## config.mk

```make
export PLATFORM = sky130hd
export DESIGN_NAME = data_bus_arbiter_flat
export DESIGN_NICKNAME = d
export VERILOG_FILES = /design/src/rtl/data_bus_arbiter_pkg.sv /design/src/rtl/data_bus_arbiter_if.sv /design/src/rtl/data_bus_arbiter_rr_arbiter2.sv /design/src/rtl/data_bus_arbiter.sv /design/src/flat_wrapper.sv
export SDC_FILE = /design/constraint.sdc
export NUM_CORES = 1
export LEC_CHECK = 0
export BUFFER_PORTS_ARGS = -buffer_cell sky130_fd_sc_hd__buf_2
export CAP_MARGIN = 20
export CORE_ASPECT_RATIO = 1.75
export CORE_MARGIN = 4
export CORE_UTILIZATION = 45
export DETAILED_ROUTE_END_ITERATION = 7
export PLACE_DENSITY = 0.83
export SYNTH_ARGS = -nofsm -noshare
export SYNTH_HDL_FRONTEND = slang
export SYNTH_HIERARCHICAL = 1
export SYNTH_SLANG_ARGS = --single-unit
```

## constraint.sdc

```tcl
create_clock -name clk -period 1.69 [get_ports clk]
set_input_delay 0.0845 -clock clk [delete_from_list [all_inputs] [get_ports clk]]
set_output_delay 0.0845 -clock clk [all_outputs]
set_load 0.01 [all_outputs]
```

## src/rtl/data_bus_arbiter_pkg.sv

```systemverilog
// Shared definitions for the data-memory port arbiter: bus size codes,
// requester ids and the alignment rule applied before any bus access.
package data_bus_arbiter_pkg;

    typedef enum logic [1:0] {
        BUS_BYTE = 2'b00,
        BUS_HALF = 2'b01,
        BUS_WORD = 2'b10,
        BUS_RSVD = 2'b11
    } bus_size_e;

    localparam logic REQ_CORE   = 1'b0;
    localparam logic REQ_LOADER = 1'b1;

    // Reserved size code is reported the same way as a misaligned address.
    function automatic logic is_misaligned(input logic [1:0] size, input logic [1:0] addr_lo);
        case (size)
            BUS_BYTE: return 1'b0;
            BUS_HALF: return addr_lo[0];
            BUS_WORD: return addr_lo != 2'b00;
            default:  return 1'b1;
        endcase
    endfunction

endpackage

```

## src/rtl/data_bus_arbiter_if.sv

```systemverilog
// Requester handshakes plus the DataBusControl port, shared by the arbiter
// (slave side) and whatever drives requests and models memory (master side).
interface data_bus_arbiter_if #(
    parameter int ADDR_WIDTH = 32,
    parameter int DATA_WIDTH = 32
);
    logic                  req0, req1;
    logic                  we0, we1;
    logic [1:0]            size0, size1;
    logic [ADDR_WIDTH-1:0] addr0, addr1;
    logic [DATA_WIDTH-1:0] wdata0, wdata1;
    logic                  ack0, ack1;
    logic                  err0, err1;
    logic [DATA_WIDTH-1:0] rdata;
    logic                  core_stall;
    logic                  bus_r, bus_w;
    logic [1:0]            bus_size;
    logic [ADDR_WIDTH-1:0] bus_addr;
    logic [DATA_WIDTH-1:0] bus_wdata;
    logic [DATA_WIDTH-1:0] bus_rdata;

    modport slave (
        input  req0, req1, we0, we1, size0, size1, addr0, addr1, wdata0, wdata1,
        output ack0, ack1, err0, err1, rdata, core_stall,
        output bus_r, bus_w, bus_size, bus_addr, bus_wdata,
        input  bus_rdata
    );

    modport master (
        output req0, req1, we0, we1, size0, size1, addr0, addr1, wdata0, wdata1,
        input  ack0, ack1, err0, err1, rdata, core_stall,
        input  bus_r, bus_w, bus_size, bus_addr, bus_wdata,
        output bus_rdata
    );
endinterface

```

## src/rtl/data_bus_arbiter_rr_arbiter2.sv

```systemverilog
// Two-way round-robin pick: a lone requester always wins, a tie goes to the
// port that was not granted last.
module rr_arbiter2
    import data_bus_arbiter_pkg::*;
(
    input  logic req0,
    input  logic req1,
    input  logic last_grant,
    output logic gnt_id,
    output logic gnt_valid
);

    always_comb begin
        gnt_valid = req0 | req1;
        if (req0 && req1) gnt_id = ~last_grant;
        else if (req1)    gnt_id = REQ_LOADER;
        else              gnt_id = REQ_CORE;
    end

endmodule

```

## src/rtl/data_bus_arbiter.sv

```systemverilog
// Shares the DataBusControl port between the core (port 0) and the loader
// (port 1); one access at a time through IDLE -> BUSY -> RESP.
module data_bus_arbiter
    import data_bus_arbiter_pkg::*;
#(
    parameter int ADDR_WIDTH  = 32,
    parameter int DATA_WIDTH  = 32,
    parameter int WAIT_STATES = 0
) (
    input logic               clk,
    input logic               rst,
    data_bus_arbiter_if.slave bif
);

    localparam int CNT_W = (WAIT_STATES > 0) ? $clog2(WAIT_STATES + 1) : 1;
    localparam logic [CNT_W-1:0] CNT_INIT = CNT_W'(WAIT_STATES);

    typedef enum logic [1:0] {IDLE, BUSY, RESP} state_e;

    state_e                state_q, state_d;
    logic                  last_grant_q, last_grant_d;
    logic                  id_q, id_d;
    logic                  we_q, we_d;
    logic                  err_q, err_d;
    logic [1:0]            size_q, size_d;
    logic [ADDR_WIDTH-1:0] addr_q, addr_d;
    logic [DATA_WIDTH-1:0] wdata_q, wdata_d;
    logic [DATA_WIDTH-1:0] rdata_q, rdata_d;
    logic [CNT_W-1:0]      cnt_q, cnt_d;
    logic                  gnt_id, gnt_valid;
    logic                  busy, ack0, ack1;

    rr_arbiter2 u_rr (
        .req0       (bif.req0),
        .req1       (bif.req1),
        .last_grant (last_grant_q),
        .gnt_id     (gnt_id),
        .gnt_valid  (gnt_valid)
    );

    always_comb begin
        state_d      = state_q;
        last_grant_d = last_grant_q;
        id_d         = id_q;
        we_d         = we_q;
        err_d        = err_q;
        size_d       = size_q;
        addr_d       = addr_q;
        wdata_d      = wdata_q;
        rdata_d      = rdata_q;
        cnt_d        = cnt_q;
        case (state_q)
            IDLE: begin
                if (gnt_valid) begin
                    id_d    = gnt_id;
                    we_d    = gnt_id ? bif.we1    : bif.we0;
                    size_d  = gnt_id ? bif.size1  : bif.size0;
                    addr_d  = gnt_id ? bif.addr1  : bif.addr0;
                    wdata_d = gnt_id ? bif.wdata1 : bif.wdata0;
                    err_d   = is_misaligned(size_d, addr_d[1:0]);
                    cnt_d   = CNT_INIT;
                    // Faulting accesses skip the bus entirely.
                    state_d = err_d ? RESP : BUSY;
                end
            end
            BUSY: begin
                if (cnt_q == '0) begin
                    if (!we_q) rdata_d = bif.bus_rdata;
                    state_d = RESP;
                end else begin
                    cnt_d = cnt_q - CNT_W'(1);
                end
            end
            RESP: begin
                last_grant_d = id_q;
                state_d      = IDLE;
            end
            default: state_d = IDLE;
        endcase
    end

    always_ff @(posedge clk or negedge rst) begin
        if (!rst) begin
            state_q      <= IDLE;
            last_grant_q <= REQ_LOADER;
            id_q         <= REQ_CORE;
            we_q         <= 1'b0;
            err_q        <= 1'b0;
            size_q       <= '0;
            addr_q       <= '0;
            wdata_q      <= '0;
            rdata_q      <= '0;
            cnt_q        <= '0;
        end else begin
            state_q      <= state_d;
            last_grant_q <= last_grant_d;
            id_q         <= id_d;
            we_q         <= we_d;
            err_q        <= err_d;
            size_q       <= size_d;
            addr_q       <= addr_d;
            wdata_q      <= wdata_d;
            rdata_q      <= rdata_d;
            cnt_q        <= cnt_d;
        end
    end

    assign busy = (state_q == BUSY);
    assign ack0 = (state_q == RESP) && (id_q == REQ_CORE);
    assign ack1 = (state_q == RESP) && (id_q == REQ_LOADER);

    assign bif.ack0       = ack0;
    assign bif.ack1       = ack1;
    assign bif.err0       = ack0 & err_q;
    assign bif.err1       = ack1 & err_q;
    assign bif.rdata      = rdata_q;
    assign bif.core_stall = bif.req0 & ~ack0;
    assign bif.bus_r      = busy & ~we_q;
    assign bif.bus_w      = busy & we_q;
    assign bif.bus_size   = size_q;
    assign bif.bus_addr   = busy ? addr_q  : '0;
    assign bif.bus_wdata  = busy ? wdata_q : '0;

endmodule

```

## src/flat_wrapper.sv

```systemverilog
// flat-port wrapper written by rule: the top's interface ports become plain ports
module data_bus_arbiter_flat import data_bus_arbiter_pkg::*;
#(
    parameter int ADDR_WIDTH  = 32,
    parameter int DATA_WIDTH  = 32,
    parameter int WAIT_STATES = 0
)
  (clk, rst, bif_req0, bif_req1, bif_we0, bif_we1, bif_size0, bif_size1, bif_addr0, bif_addr1, bif_wdata0, bif_wdata1, bif_ack0, bif_ack1, bif_err0, bif_err1, bif_rdata, bif_core_stall, bif_bus_r, bif_bus_w, bif_bus_size, bif_bus_addr, bif_bus_wdata, bif_bus_rdata);
  data_bus_arbiter_if #(.ADDR_WIDTH(ADDR_WIDTH), .DATA_WIDTH(DATA_WIDTH)) bif_i ();
  input logic clk;
  input logic rst;
  input wire logic [$bits(bif_i.req0)-1:0] bif_req0;
  input wire logic [$bits(bif_i.req1)-1:0] bif_req1;
  input wire logic [$bits(bif_i.we0)-1:0] bif_we0;
  input wire logic [$bits(bif_i.we1)-1:0] bif_we1;
  input wire logic [$bits(bif_i.size0)-1:0] bif_size0;
  input wire logic [$bits(bif_i.size1)-1:0] bif_size1;
  input wire logic [$bits(bif_i.addr0)-1:0] bif_addr0;
  input wire logic [$bits(bif_i.addr1)-1:0] bif_addr1;
  input wire logic [$bits(bif_i.wdata0)-1:0] bif_wdata0;
  input wire logic [$bits(bif_i.wdata1)-1:0] bif_wdata1;
  output wire logic [$bits(bif_i.ack0)-1:0] bif_ack0;
  output wire logic [$bits(bif_i.ack1)-1:0] bif_ack1;
  output wire logic [$bits(bif_i.err0)-1:0] bif_err0;
  output wire logic [$bits(bif_i.err1)-1:0] bif_err1;
  output wire logic [$bits(bif_i.rdata)-1:0] bif_rdata;
  output wire logic [$bits(bif_i.core_stall)-1:0] bif_core_stall;
  output wire logic [$bits(bif_i.bus_r)-1:0] bif_bus_r;
  output wire logic [$bits(bif_i.bus_w)-1:0] bif_bus_w;
  output wire logic [$bits(bif_i.bus_size)-1:0] bif_bus_size;
  output wire logic [$bits(bif_i.bus_addr)-1:0] bif_bus_addr;
  output wire logic [$bits(bif_i.bus_wdata)-1:0] bif_bus_wdata;
  input wire logic [$bits(bif_i.bus_rdata)-1:0] bif_bus_rdata;
  assign bif_i.req0 = bif_req0;
  assign bif_i.req1 = bif_req1;
  assign bif_i.we0 = bif_we0;
  assign bif_i.we1 = bif_we1;
  assign bif_i.size0 = bif_size0;
  assign bif_i.size1 = bif_size1;
  assign bif_i.addr0 = bif_addr0;
  assign bif_i.addr1 = bif_addr1;
  assign bif_i.wdata0 = bif_wdata0;
  assign bif_i.wdata1 = bif_wdata1;
  assign bif_ack0 = bif_i.ack0;
  assign bif_ack1 = bif_i.ack1;
  assign bif_err0 = bif_i.err0;
  assign bif_err1 = bif_i.err1;
  assign bif_rdata = bif_i.rdata;
  assign bif_core_stall = bif_i.core_stall;
  assign bif_bus_r = bif_i.bus_r;
  assign bif_bus_w = bif_i.bus_w;
  assign bif_bus_size = bif_i.bus_size;
  assign bif_bus_addr = bif_i.bus_addr;
  assign bif_bus_wdata = bif_i.bus_wdata;
  assign bif_i.bus_rdata = bif_bus_rdata;
  data_bus_arbiter #(.ADDR_WIDTH(ADDR_WIDTH), .DATA_WIDTH(DATA_WIDTH), .WAIT_STATES(WAIT_STATES)) u_core (.clk(clk), .rst(rst), .bif(bif_i));
endmodule
```

==> results of run 1 <==
## per-stage QoR
step | util (%) | cell area, um^2 | hold slack [ns] | setup slack [ns] | std cells
floorplan | - | 4971 | -0.2111 | 0.2112 | 461
global placement | 60.22 | 6480 | 0.1832 | 0.1266 | 841
detailed placement | 60.22 | 6480 | 0.1882 | 0.05477 | 841
CTS | 66.31 | 7136 | 0.003733 | 0.04541 | 890
global route | 66.91 | 7199 | 0.01629 | 0.004050 | 892
finish | 66.91 | 7199 | 0.01698 | 0.07907 | 892
## state kept, by name, summed over array words and instances (netlist names)
name / cells
u_core/id_q: 1
u_core/bif.bus_size: 2
u_core/we_q: 1
u_core/err_q: 1
u_core/wdata_q: 32
u_core/bif.rdata: 32
u_core/addr_q: 32
u_core/state_q: 2
u_core/last_grant_q: 1
## critical path: stages (launching register included)
cell and delay, ns:
dfrtp_1 0.44, nand2b_2 0.24, nor2_4 0.18, buf_12 0.12, clkbuf_16 0.17, mux2_2 0.35
## power by group
part | internal (mW) | switching [mW]
logic | 1.84 | 2.08
registers | 3.72 | 0.636
clock network | 1.31 | 0.909
## worst paths after layout
kind	startpoint	to	slack [ns]	cells past startpoint
setup / recovery	u_core/state_q[1]$_DFFE_PN0P_	u_core/bif.rdata[21]$_DFFE_PN0P_	0.08	5
hold / removal	bif_wdata0[12]	u_core/wdata_q[12]$_DFFE_PN0P_	0.02	3
setup reg to reg	u_core/state_q[1]$_DFFE_PN0P_	u_core/bif.rdata[21]$_DFFE_PN0P_	0.08	5
hold reg to reg	u_core/addr_q[15]$_DFFE_PN0P_	u_core/addr_q[15]$_DFFE_PN0P_	0.47	2
max in group asynchronous	rst	u_core/bif.rdata[3]$_DFFE_PN0P_	0.95	3
min in group asynchronous	rst	u_core/addr_q[6]$_DFFE_PN0P_	0.33	3
## area by class of cell
type	count	area, um^2
clock buffer	9	225.2
clock inverter	7	100.1
fill	843	3561
inverter	3	11.26
multi-input combinational	321	2218
sequential	104	2604
tap	130	162.7
timing repair buffer	318	1878
## logic make-up after synthesis
logic type / after synthesis / synth area share (%)
buffers and inverters: 36 / 3.524
flip-flops: 104 / 52.38
multiplexers: 100 / 21.04
AO/OA/AOI/OAI: 75 / 8.080
AND/OR/NAND/NOR: 146 / 14.98
## timing repair
| item | in CTS | in global routing |
|---|---|---|
| setup endpoints to repair | 0 | 34 |
| buffers inserted | 0 | 1 |
| endpoints found under the hold margin | 135 | 0 |
| resized for setup | 0 | 5 |
| hold buffers | 33 | 0 |
## metal layers
layer / GRT usage (%) / share of wire [%] / up-vias
met5: 0 / 0 / -
met4: 8.525 / 2.8 / 0
met3: 4.489 / 6.5 / 34
met2: 41.73 / 56 / 183
met1: 25.14 / 35 / 2059
li1: - / - / 2145
## cell usage in the layout (no fill, tap or decap), drive strengths merged, types with 2 or more instances in the layout
cell           n
and2          67
o21ai         67
dfrtp        103
mux2          33
inv            6
dlygate4sd3   33
clkbuf        10
clkinv         2
o41ai          2
nand2b         2
nor2           3
nand2         69
buf          284
bufinv         2
nor2b          2
mux2i         67
==> flow_summary.toml, run 1 <==
[route]
drt-total-wl_mm = 14.75
drt_iter0_drc = 98
drc_errors = 0
ant_nets = 0
drt-wirelength-per-cell_um = 16.53
avgViaCountPerCell = 4.956
num_vias = 4421
firstDrtPassIters = 4

[die]
start_util_pct = 46.20
die_x_um = 87.45
rows = 50
fp.dieH_um = 147.0
io_pins = 275
core-area_um2 = 10760
fp.dieArea_um2 = 12860

[global_routing]
grt-ovfl-total = 0
grt_max_degree = 105
gr-usage-all-layers_pct = 22.77
grt_pass1_vias = 4774
grt_antenna_before_repair = 0
grt_pass1_wl_mm = 22.95

[critical_path]
cp.required_ns = 1.91
crit_fanout = 16
start_kind = "register"
critPathArrivalTime_ns = 1.83
end_kind = "register"
worstSetupPathType = "register to register"

[clock_network]
htreeDepth = 3
clk_pin_slew_ns = 0.07
clock-sinks = 104
clk_latency_ns = 0.34
cts_buffers = 9
cts_tree = "yes"
cts_root_buf = "clkbuf_16"
clockBufferDepth = 2

[synth]
synth_edf_count = 0
synth_top_area_share_pct = 51.85
synth_flop_cell = "dfrtp_1"
syn_area_per_cell_um2 = 10.78
ys_async_sr_fraction_pct = 100.0
syn-num-nets = 631
ys_warn_count = 6
ys_types = 28
ys_ff_latch = 104
yosys-top-cells-count = "dfrtp_1, nand2_1, and2_1, mux2i_1, o21ai_0"
yosys.area.top_type = "dfrtp_1"
yosysSeqAreaShare_pct = 52.38
syn_area_um2 = 4971
synth.most_common_cell = "dfrtp_1"
synth.area.top_cells = "dfrtp_1, mux2i_1, and2_1"
synthCells = 461

[sta]
fin_crit_ns = 1.611
clock_skew_ns = 0.008000
fin_crit_sh_pct = 95.32
drv_slew = 0
rsz0062_at_grt = "false"
timing_worst_slew_pin_value_ns = 0.5420
slew_headroom_pct = 63.40
setup-violations-final = 0
clock.fmax_mhz = 620.8
hold_viol_final = 0
tns_ns = 0

[final_layout]
num_antenna_cells = 0
nets = 927
drive_gt1_share_pct = 44.88
syn_to_final_growth_pct = 44.83

[placement]
io_buffers = 274
gp_congestion = 0.8382
dpl.hpwl_mm = 10.56

[power]
p_leak_nw = 3.823
irDropWorstVdd_uv = 953.9
power_mw = 10.50
power_density_nw_per_um2 = 1459

[run]
drv_cap = 0

[outcome]
status = "completed"

[worst_hold_path]
hp-class = "input pin to register"
Power figures use the tool's default switching activity.
==> inputs of run 2 (changes only) <==
Settings changed: CELL_PAD_IN_SITES_DETAIL_PLACEMENT set to 1, CELL_PAD_IN_SITES_GLOBAL_PLACEMENT set to 1, CORE_UTILIZATION 45 to 33.
==> run 2 against run 1 <==
Utilization decreased by 17 points. First-iteration DRC count decreased by 49%. Cell area increased by 2.5%. Global-route usage decreased by 3.8 points. Clock power decreased by 9%. Register-to-register slack about the same. Sequential power about the same. Final cell count increased by 6.6%. Wire length increased by 17%. Clock skew increased by 0.0048 ns. Maximum frequency decreased by 3.2%. Worst hold slack improved by 0.0014 ns. Critical endpoint is now bif_bus_addr[13]. Largest power group unchanged.
==> flow_summary.toml, run 2 (synthesis gave the netlist of run 1 again) <==
[sta]
setup-violations-final = 0
tns_ns = 0
rsz0062_at_grt = "true"
fin_crit_sh_pct = 98.44
slew_headroom_pct = 62.75
drv_slew = 0
fin_ws_ns = 0.02633
timing_worst_slew_pin_value_ns = 0.5588
clock_skew_ns = 0.01279
clock.fmax_mhz = 601.1
fin_crit_ns = 1.664
fin_hold_ws_ns = 0.01841
hold_viol_final = 0

[global_routing]
grt_max_degree = 105
gr-usage-all-layers_pct = 18.99
grt_pass1_wl_mm = 25.50
grt_pass1_vias = 5121
grt-ovfl-total = 0
grt_antenna_before_repair = 1

[clock_network]
cts_tree = "yes"
clockBufferDepth = 2
clk_pin_slew_ns = 0.07
clock-sinks = 104
htreeDepth = 3
clk_latency_ns = 0.34
cts_root_buf = "clkbuf_16"
cts_buffers = 9

[route]
firstDrtPassIters = 4
highest_layer = "met4"
wl_met1_mm = 5.858
drc_errors = 0
drt_iter0_drc = 50
ant_nets = 0
avgViaCountPerCell = 4.796
routed-wl-met3_um = 990
dr_wl_met2_mm = 9.691
drt-wirelength-per-cell_um = 18.10
drt-total-wl_mm = 17.21
num_vias = 4561

[power]
irDropWorstVdd_uv = 548.1
power_density_nw_per_um2 = 1441
power_mw = 10.63
p_leak_nw = 3.860

[critical_path]
critPathMaxStageDelay_ns = 0.39
rr_startpoint = "u_core/last_grant_q$_DFFE_PN1N_"
path_delay_family = "buffers and inverters"
cp-startpoint = "u_core/state_q[1]$_DFFE_PN0P_"
crit_path_frequent_cell = "buf_4"
critPathArrivalTime_ns = 1.58
r2r_slack_ns = 0.08
crit_fanout = 18
path_buf_inv = 4
end_kind = "output port"
cp_slowest_cell = "dfrtp_1"
start_kind = "register"
worstSetupPathType = "register to output port"
crit_path_cell_trace = "buf_4, nor2b_4, buf_4, buf_12, and2_1, buf_2"
cp.required_ns = 1.61

[final_layout]
drive_gt1_share_pct = 45.63
final_area_um2 = 7377
nets = 933
final_common_cell = "buf_2"
finalNonFillerCells = 951
mostFrequentLayoutCells = "buf_2, dfrtp_1, nand2_1, mux2i_1, and2_1"
postLayoutCoreUtil_pct = 49.72
syn_to_final_growth_pct = 48.40

[die]
die_x_um = 100.8
start_util_pct = 33.50
rows = 59
core-area_um2 = 14840
fp.dieH_um = 170.4
io_pins = 275
fp.dieArea_um2 = 17170

[placement]
dpl.hpwl_mm = 12.16
place_area_um2 = 6599
io_buffers = 274
place_inst = 896
dp_slack_ns = 0.07592
gp_congestion = 0.7819

[run]
drv_cap = 0

[outcome]
status = "completed"

[worst_hold_path]
hp-class = "input pin to register"
hp-start = "bif_wdata0[0]"
-- run 2: cell types whose count changed in the layout (fill, tap and decap cells not counted), moves of 2 or more --
| cell | delta |
|---|---|
| buf_4 | +11 |
| inv_6 | -3 |
| buf_12 | +4 |
| buf_2 | -10 |
| and2_4 | +3 |
| and2_1 | -3 |
| clkinvlp_4 | +2 |
-- run 2: path summary, 6_finish.rpt --
kind                       depth (start not counted)                              to
setup / recovery                                   6                bif_bus_addr[13]
setup reg to reg                                   4  u_core/wdata_q[30]$_DFFE_PN0P_
max in group asynchronous                          3  u_core/wdata_q[29]$_DFFE_PN0P_
hold / removal                                     3   u_core/wdata_q[0]$_DFFE_PN0P_
min in group asynchronous                          3    u_core/addr_q[6]$_DFFE_PN0P_
hold reg to reg                                    2    u_core/addr_q[5]$_DFFE_PN0P_
-- run 2: area by class of cell --
cell class	count	area, um^2
clock buffer	10	229.0
multi-input combinational	321	2226
timing repair buffer	324	2017
antenna	1	2.502
inverter	3	11.26
tap	183	229.0
fill	1728	7461
clock inverter	5	58.81
sequential	104	2604
-- run 2: routing by layer --
| metal | vias up | GRT usage, % |
|---|---|---|
| met1 | 2176 | 19.56 |
| met3 | 43 | 3.733 |
| met2 | 192 | 36.24 |
| met4 | 0 | 8.035 |
| met5 | - | 0 |
| li1 | 2150 | - |
-- run 2: worst register-to-register path, stage by stage, from the launching register on --
cell	delay, ns
dfstp_2	0.38
a21boi_4	0.32
buf_12	0.34
mux2i_1	0.34
o21ai_0	0.11
-- run 2: power by group --
group,internal [mW],total (mW),switching [mW]
sequential,3.72,4.37,0.652
clock,1.14,2.03,0.886
combinational,2.01,4.23,2.22
-- run 2: timing repair --
item / 4_1_cts / 5_1_grt
setup endpoints to repair: 1 / 54
buffers inserted: 0 / 3
cloned: 0 / 4
gates resized for setup: 0 / 19
hold endpoints to repair: 134 / 0
hold buffers: 32 / 0
